**config.mk**
```make
export PLATFORM = sky130hd
export DESIGN_NAME = unpacker
export DESIGN_NICKNAME = d
export VERILOG_FILES = /design/src/rtl/unpacker_pkg.sv /design/src/rtl/unpacker.sv
export SDC_FILE = /design/constraint.sdc
export NUM_CORES = 1
export LEC_CHECK = 0
export ABC_CLOCK_PERIOD_IN_PS = 5550
export CAP_MARGIN = 15
export CORE_MARGIN = 5
export CORE_UTILIZATION = 40
export CTS_CLUSTER_DIAMETER = 150
export DETAILED_ROUTE_END_ITERATION = 8
export SLEW_MARGIN = 20
export SYNTH_ARGS = -nofsm -noshare
export SYNTH_HDL_FRONTEND = slang
export SYNTH_SLANG_ARGS = --single-unit
```
**constraint.sdc**
```tcl
create_clock -name clk -period 5.55 [get_ports clk]
set_clock_uncertainty 0.1 [all_clocks]
set_input_delay 1.665 -clock clk [delete_from_list [all_inputs] [get_ports clk]]
set_output_delay 1.665 -clock clk [all_outputs]
set_load 0.01 [all_outputs]
```
**src/rtl/unpacker_pkg.sv**
```systemverilog
// -----------------------------------------------------------------------------
// unpacker_pkg -- definitions shared by the packer/unpacker accelerator blocks.
//   DEF_IO_DATA_WIDTH : default element width in bits
//   DEF_MEM_BW        : default memory word width in bits
//   unpack_state_e    : word-register state (EMPTY = no word held, DRAIN =
//                       word held and being emitted element by element)
// -----------------------------------------------------------------------------
package unpacker_pkg;

  localparam int DEF_IO_DATA_WIDTH = 8;
  localparam int DEF_MEM_BW        = 128;

  typedef enum logic [0:0] {
    ST_EMPTY = 1'b0,
    ST_DRAIN = 1'b1
  } unpack_state_e;

endpackage

```
**src/rtl/unpacker.sv**
```systemverilog
// -----------------------------------------------------------------------------
// unpacker -- splits a packed memory word into NUM_ELEMS elements, emitted in
// index order 0..NUM_ELEMS-1. Element 0 is the most significant slice.
//
// Ports
//   clk        : clock, all state on rising edge
//   arst_n_in  : asynchronous active-low reset
//   word_in    : packed memory word       (MEM_BW bits)
//   word_valid : word_in valid
//   word_ready : a word is accepted this cycle (registered)
//   elem_out   : current element          (IO_DATA_WIDTH bits, registered)
//   elem_idx   : index of elem_out within its word
//   elem_valid : elem_out valid (registered, independent of elem_ready)
//   elem_ready : consumer accepts elem_out
//   elem_last  : elem_out is the final element of its word
//
// Build option
//   UNPACKER_PREFETCH_EN : adds a prefetch word register so the next word can
//                          be accepted during DRAIN and follow the last element
//                          with no bubble. Without it word_ready is only high
//                          in EMPTY, leaving one bubble cycle between words.
// -----------------------------------------------------------------------------
module unpacker
  import unpacker_pkg::*;
#(
  parameter  int IO_DATA_WIDTH = DEF_IO_DATA_WIDTH,
  parameter  int MEM_BW        = DEF_MEM_BW,
  localparam int NUM_ELEMS     = MEM_BW / IO_DATA_WIDTH,
  localparam int IDX_W         = $clog2(NUM_ELEMS)
) (
  input  logic                     clk,
  input  logic                     arst_n_in,
  input  logic [MEM_BW-1:0]        word_in,
  input  logic                     word_valid,
  output logic                     word_ready,
  output logic [IO_DATA_WIDTH-1:0] elem_out,
  output logic [IDX_W-1:0]         elem_idx,
  output logic                     elem_valid,
  input  logic                     elem_ready,
  output logic                     elem_last
);

  localparam logic [IDX_W-1:0] LAST_IDX = IDX_W'(NUM_ELEMS - 1);

  // Element idx of a word: element 0 sits at the top of the word.
  function automatic logic [IO_DATA_WIDTH-1:0] slice_elem(
    input logic [MEM_BW-1:0] word,
    input logic [IDX_W-1:0]  idx
  );
    int shamt;
    shamt = IO_DATA_WIDTH * (NUM_ELEMS - 1 - int'(idx));
    return IO_DATA_WIDTH'(word >> shamt);
  endfunction

  unpack_state_e            state_q, state_d;
  logic [MEM_BW-1:0]        active_q, active_d;
  logic [IDX_W-1:0]         idx_q, idx_d;
  logic [IO_DATA_WIDTH-1:0] elem_out_q, elem_out_d;
  logic                     elem_valid_q, elem_valid_d;
  logic                     elem_last_q, elem_last_d;
  logic                     word_ready_q, word_ready_d;
`ifdef UNPACKER_PREFETCH_EN
  logic [MEM_BW-1:0]        pf_q, pf_d;
  logic                     pf_valid_q, pf_valid_d;
`endif

  logic word_xfer_s, elem_xfer_s, last_xfer_s;

  assign word_xfer_s = word_valid && word_ready_q;
  assign elem_xfer_s = elem_valid_q && elem_ready;
  assign last_xfer_s = elem_xfer_s && (idx_q == LAST_IDX);

  // Next-state and next-output computation for the word registers.
  always_comb begin
    state_d  = state_q;
    active_d = active_q;
    idx_d    = idx_q;
`ifdef UNPACKER_PREFETCH_EN
    pf_d       = pf_q;
    pf_valid_d = pf_valid_q;
`endif
    case (state_q)
      ST_EMPTY: begin
        if (word_xfer_s) begin
          active_d = word_in;
          idx_d    = {IDX_W{1'b0}};
          state_d  = ST_DRAIN;
        end else begin
          state_d = ST_EMPTY;
        end
      end
      ST_DRAIN: begin
`ifdef UNPACKER_PREFETCH_EN
        if (last_xfer_s) begin
          idx_d = {IDX_W{1'b0}};
          if (pf_valid_q) begin
            // Prefetched word becomes active; a same-cycle word refills prefetch.
            active_d   = pf_q;
            pf_d       = word_xfer_s ? word_in : pf_q;
            pf_valid_d = word_xfer_s;
          end else if (word_xfer_s) begin
            active_d = word_in;
          end else begin
            state_d = ST_EMPTY;
          end
        end else begin
          if (elem_xfer_s) begin
            idx_d = idx_q + IDX_W'(1);
          end else begin
            idx_d = idx_q;
          end
          if (word_xfer_s) begin
            pf_d       = word_in;
            pf_valid_d = 1'b1;
          end else begin
            pf_valid_d = pf_valid_q;
          end
        end
`else
        if (last_xfer_s) begin
          idx_d   = {IDX_W{1'b0}};
          state_d = ST_EMPTY;
        end else if (elem_xfer_s) begin
          idx_d = idx_q + IDX_W'(1);
        end else begin
          idx_d = idx_q;
        end
`endif
      end
      default: begin
        state_d = ST_EMPTY;
        idx_d   = {IDX_W{1'b0}};
      end
    endcase

    elem_valid_d = (state_d == ST_DRAIN);
    if (elem_valid_d) begin
      elem_out_d = slice_elem(active_d, idx_d);
    end else begin
      elem_out_d = {IO_DATA_WIDTH{1'b0}};
    end
    elem_last_d = elem_valid_d && (idx_d == LAST_IDX);
`ifdef UNPACKER_PREFETCH_EN
    word_ready_d = !pf_valid_d;
`else
    word_ready_d = (state_d == ST_EMPTY);
`endif
  end

  // State and registered outputs; reset discards active and prefetched words.
  always_ff @(posedge clk or negedge arst_n_in) begin
    if (!arst_n_in) begin
      state_q      <= ST_EMPTY;
      active_q     <= {MEM_BW{1'b0}};
      idx_q        <= {IDX_W{1'b0}};
      elem_out_q   <= {IO_DATA_WIDTH{1'b0}};
      elem_valid_q <= 1'b0;
      elem_last_q  <= 1'b0;
      word_ready_q <= 1'b0;
`ifdef UNPACKER_PREFETCH_EN
      pf_q         <= {MEM_BW{1'b0}};
      pf_valid_q   <= 1'b0;
`endif
    end else begin
      state_q      <= state_d;
      active_q     <= active_d;
      idx_q        <= idx_d;
      elem_out_q   <= elem_out_d;
      elem_valid_q <= elem_valid_d;
      elem_last_q  <= elem_last_d;
      word_ready_q <= word_ready_d;
`ifdef UNPACKER_PREFETCH_EN
      pf_q         <= pf_d;
      pf_valid_q   <= pf_valid_d;
`endif
    end
  end

  assign word_ready = word_ready_q;
  assign elem_out   = elem_out_q;
  assign elem_idx   = idx_q;
  assign elem_valid = elem_valid_q;
  assign elem_last  = elem_last_q;

endmodule

```
==> flow_summary.toml <==
[worst_setup_path]
critPathMaxStageDelay_ns = 0.62
crit_chain = "clkdlybuf4s50_1 -> nand3b_4 -> and2_1 -> nor2_8 -> inv_4 -> nor3_1 -> a22oi_1 -> nand4_1"
end_kind = "flip-flop"
rr_worst_depth = 7
crit_required_ns = 5.80
cp_slowest_cell = "nor3_1"
reg2reg_to = "elem_out[1]"
r2r_start = "elem_valid"
critPathKind = "primary input to flip-flop"
path_max_fanout = 35
cp-start-kind = "primary input"
crit_arrival_ns = 4.55
reg2reg_setup_slack_ns = 2.16

[route]
via_per_inst = 5.235
drt_pass1_iterations = 5
wl_met3_um = 1240
drtAntennaViolNets = 0
drt_iter0_markers = 469
drc = 0
dr.max_layer_used = "met4"
drt_wl_total_um = 21710
wl_per_cell_um = 17.66
met2RoutedLength_um = 10310
vias = 6434
wl_met1_um = 9896

[synthesis]
synth_edf_count = 0
synth_nets = 1000
synth_top_area_share_pct = 49.03
syn_area_per_cell_um2 = 8.418
yosys.area.top_type = "dfrtp_1"
synth_top_flop_cell = "dfrtp_1"
synth-seq-cells = 143
ys_top_cells_by_count = "nand2_1, dfrtp_1, o21ai_0"
synthCells = 867
synth_area_mm2 = 0.007298
synth_cell_types = 61
synth_most_common_cell = "nand2_1"
seq_area_frac_synth_pct = 49.03
async_reset_ff_share_pct = 100.0
synthTopCellsByArea = "dfrtp_1, nand2_1, mux2i_1"
yosysWarnings = 0

[sta]
fin_crit_sh_pct = 77.47
whs_ns = 0.3512
fmax_ghz = 0.2326
finalCriticalPeriod_ns = 4.299
tns_ns = 0
finalHoldViolations = 0
setup_viol = 0
worst_pin_slew_ns = 0.8510
maxSlewHeadroom_pct = 42.89
maxSlewViolCount = 0
rsz0062_at_grt = "no"

[layout]
area_delta_synth_final_pct = 28.90
utilization_pct = 52.37
finalNetCount = 1120
drive_gt1_share_pct = 7.400
final_area_mm2 = 0.009408
antenna_cells = 0

[global_routing]
grt_pass1_vias = 6519
grt-ovfl-total = 0
grt_pass1_wl_um = 35230
antenna_found_initial = 0
grtUsageTotal_pct = 20.63
grt_max_degree = 91

[floorplan]
coreArea_mm2 = 0.01796
die_x_um = 145.1
initial_utilization_pct = 40.63
num_rows = 49
die_h_um = 145.1
io_pins = 147
dieArea_mm2 = 0.02105

[run_status]
status = "finished, final reports clean"

[worst_hold_path]
holdPathEnd = "active_q[102]"
holdCritStartpoint = "active_q[102]"
hold_class = "flip-flop to flip-flop"
worst_hold_path.num_cells = 2

[clock_tree]
cts_tree = "done"
postCtsHoldBufs = 0
cts.reportedPaths.clkPinSlew_ns = 0.06
cts_resized = 0
h-tree-depth = 4
clockBufferDepth = 2
clock-sinks = 143
insertion_delay_ns = 0.42
numCtsBuffers = 17
post_cts_buffers = 0
cts-root-buf = "clkbuf_16"

[power_and_ir_drop]
power_density_mw_per_mm2 = 516.2
ir_drop_mv = 0.2992
p_total_mw = 4.856
leakage_nw = 4.394

[placement]
dp_hpwl_um = 15290
io_buffers = 146
gp_congestion = 0.8325
post_dp_cell_area_mm2 = 0.008850

[run]
drv_cap = 0
cell type report:
cell class                 instances  area, µm²
timing repair buffer             158       1553
inverter                          12      50.05
fill                            1701       8556
multi-input combinational        655       3382
tap                              229      286.5
clock buffer                      18      439.2
clock inverter                    14      118.9
sequential                       143       3578
sequential cells by signal, summed over array words and instances (netlist names):
name and count:
active_q 128, elem_idx 4, elem_last 1, elem_out 8, elem_valid 1, word_ready 1
placed cells by master, fill, tap and decap left out, drive strengths merged, types with 6 or more instances in the layout:
master,Yosys,layout
nand3,35,35
a22oi,8,8
clkinvlp,0,8
nor2,36,36
nand2,365,365
a31oi,14,14
o21ai,47,47
dfrtp,143,143
mux2,8,8
mux2i,28,28
buf,22,13
inv,12,13
nor3,9,9
nand4,8,8
or3,6,6
o2111ai,6,6
o21a,7,7
a21oi,25,25
clkbuf,35,18
clkdlybuf4s50,0,145
report_power, final:
part	switching [mW]	total, mW	leakage [nW]	internal [mW]
Clock	0.452	1.08	0.252	0.624
Combinational	1.07	1.91	2.35	0.834
Sequential	0.341	1.87	1.79	1.53
layer usage:
layer | vias up | global-route usage (%)
li1 | 3155 | -
met1 | 3042 | 29.15
met2 | 209 | 32.33
met3 | 28 | 4.896
met4 | 0 | 4.897
met5 | - | 0
metrics by stage:
stage	setup slack, ns	cells
finish	1.251	1229
global route	1.098	1229
CTS	1.322	1229
detailed placement	0.8966	1197
global placement	0.9429	1197
floorplan	2.282	867
kinds of logic after synthesis:
family                     count (synthesis)  share of synthesized area (%)
and+or+nand+nor                          474                          27.45
adders and majority gates                  1                         0.1714
muxes                                     36                          5.229
AOI/OAI and AO/OA                        144                          13.39
buffers and inverters                     69                          4.732
DFF                                      143                          49.03
worst max-delay path, delay by kind of cell:
kind | cells | cell delay, ns
AOI/OAI and AO/OA | 1 | 0.23
and+or+nand+nor | 5 | 1.80
buffers and inverters | 2 | 0.83
worst max path at each step:
stage,to,from,depth (start not counted),slack (ns)
2_1_floorplan,elem_out[5],elem_ready,9,2.28
3_3_place_gp,elem_out[1],word_valid,8,0.94
3_5_place_dp,elem_out[1],word_valid,8,0.90
4_1_cts,elem_out[1],word_valid,8,1.32
5_1_grt,elem_out[1],word_valid,8,1.10
6_report,elem_out[1],word_valid,8,1.25
Power figures use the tool's default switching activity.
==> RTL change, RTL diff (same settings) <==
Change the package constant `DEF_MEM_BW` from 128 to 256.
--- a/src/rtl/unpacker_pkg.sv
+++ b/src/rtl/unpacker_pkg.sv
@@ -8,7 +8,7 @@
 package unpacker_pkg;
 
   localparam int DEF_IO_DATA_WIDTH = 8;
-  localparam int DEF_MEM_BW        = 128;
+  localparam int DEF_MEM_BW        = 256;
 
   typedef enum logic [0:0] {
     ST_EMPTY = 1'b0,
Ports: changed (resized elem_idx and word_in); port bits go from 147 to 276. The function was not compared with the original's and may differ.
==> RTL change against the original RTL <==
Synthesized area grew 74%. Sequential power grew 53%. Critical path depth increased by 2. Total power is 63% higher. Die area up 69%. Register-to-register slack got worse by 0.13 ns. Largest cell class unchanged. Worst hold slack improved by 0.017 ns. Sequential cell count grew 129. Final area rose by 78%. Worst setup slack better by 0.20 ns. Routed wire length up 83%.
==> RTL change: results (changes against the original RTL) <==
* Final nets at 1,798 (+61%)
* Internal Power at 5100 µW (+71%)
* Reg2Reg Depth at 10 (+3)
* Status: completed
* Met3 Use GR at 3.76% (-1.1 points)
* IO buf count at 275 (+88%)
* Vias in the first global route at 10.4k (+60%)
* Post-DP HPWL at 29,000 µm (+90%)
* Commonest cells post-synth: 334 x nand2_1, 272 x dfrtp_1, 220 x nor2_1
* H-tree Lvls at 1 (-3)
* Routability Congestion at 0.898 (+7.8%)
* Met2 GRT Util at 34.6% (+2.3 points)
* CP max FO at 56 (+60%)
* Deepest clock path buffer count at 3 (+1)
* All-Layer GR Usage at 21.6% (+0.93 points)
* Clock latency on the worst-skew pair at 0.55 ns (+0.13 ns)
* Max reg flops at 256 (+100%)
* Arrival @ worst endpoint at 4.45 ns (-0.10 ns)
* Synth top area cells: dfrtp_1 53%, mux2_2 12%, nand2_1 9.9%, nor2_1 6.5%, a211o_1 2.3%
* Pin count of the biggest net entering global routing at 148 (+63%)
* Antenna violations before repair at 4 (+4)
* Final Instance Count excl. Fillers at 1,963 (+60%)
* Vias per inst at 5.22 (-0.32%)
* Leak Pwr at 0.00757 µW (+72%)
* Syn_nets at 1,555 (+56%)
* Cells after Synth at 1,293 (+49%)
* TritonCTS Buffers at 29 (+12)
RTL change: cell count changes after synthesis, sizes merged, moves of 10 or more:
cell    delta
nor2     +185
a31oi     -13
o21ai     -17
clkbuf    -16
mux2     +139
mux2i     -21
buf       +43
o22ai     +10
nand2     -29
a211o     +32
dfrtp    +129
o311ai    +22
RTL change: per-stage QoR:
| stage | util (%) | worst slack (ns) | power (µW) |
|---|---|---|---|
| 6_report | 53.1 | 1.45 | 7920 |
| 3_3_place_gp | 50.0 | 0.981 | 5930 |
| 3_5_place_dp | 50.0 | 0.895 | 5980 |
| 2_1_floorplan | - | 2.18 | 4830 |
| 4_1_cts | 53.1 | 1.48 | 7970 |
| 5_1_grt | 53.1 | 1.34 | 8400 |
RTL change: layout make-up:
cell class / instances / share of cell area [%]
Clock inverter: 11 / 0.816
Antenna cell: 3 / 0.0449
Inverter: 5 / 0.127
Sequential cell: 272 / 40.7
Tap cell: 402 / 3.01
Timing Repair Buffer: 296 / 18.0
Multi-Input combinational cell: 932 / 32.4
Clock buffer: 42 / 4.99
RTL change: worst max-delay path, cell delays in order:
cell and delay [ns]:
clkdlybuf4s50_1 0.45, a21oi_2 0.37, a221oi_4 0.16, inv_4 0.49, buf_4 0.33, nor2_1 0.07, nor4_1 0.44, a211o_1 0.23
nand4_1 0.12, o31ai_1 0.11
RTL change: power groups by stage:
stage / Clock [µW] / Combinational [µW] / Sequential, µW
detailed placement: 0 / 3080 / 2900
floorplan: 0 / 1980 / 2850
finish: 1980 / 3080 / 2860
CTS: 2020 / 3090 / 2870
global placement: 0 / 3050 / 2870
global route: 2110 / 3370 / 2920
RTL change: worst paths after layout:
path                               start             to  slack, ns
setup / recovery              word_valid    elem_out[4]       1.45
hold / removal             active_q[113]  active_q[113]       0.37
setup reg to reg             elem_idx[0]    elem_out[4]       2.03
hold reg to reg            active_q[113]  active_q[113]       0.37
max in group asynchronous      arst_n_in  active_q[240]       3.14
min in group asynchronous      arst_n_in   active_q[18]       1.09
RTL change: metal layers:
layer | vias to the layer above | part of all wire [%] | wire, µm
met5 | - | 0.033 | 13
met4 | 2 | 1.9 | 747
met3 | 45 | 6.1 | 2420
met2 | 341 | 47 | 18600
met1 | 4977 | 45 | 17800
li1 | 4879 | - | -
RTL change: cells by family (layout without fill, tap and decap cells):
family | count (synthesis) | count (layout) | share of synthesized area [%]
compound gates | 151 | 151 | 9.02
fa+ha+maj | 2 | 2 | 0.197
buf+inv | 89 | 354 | 4.04
flops | 272 | 272 | 53.5
mux | 154 | 154 | 13.7
other cells | 0 | 3 | 0
simple gates | 625 | 625 | 19.5
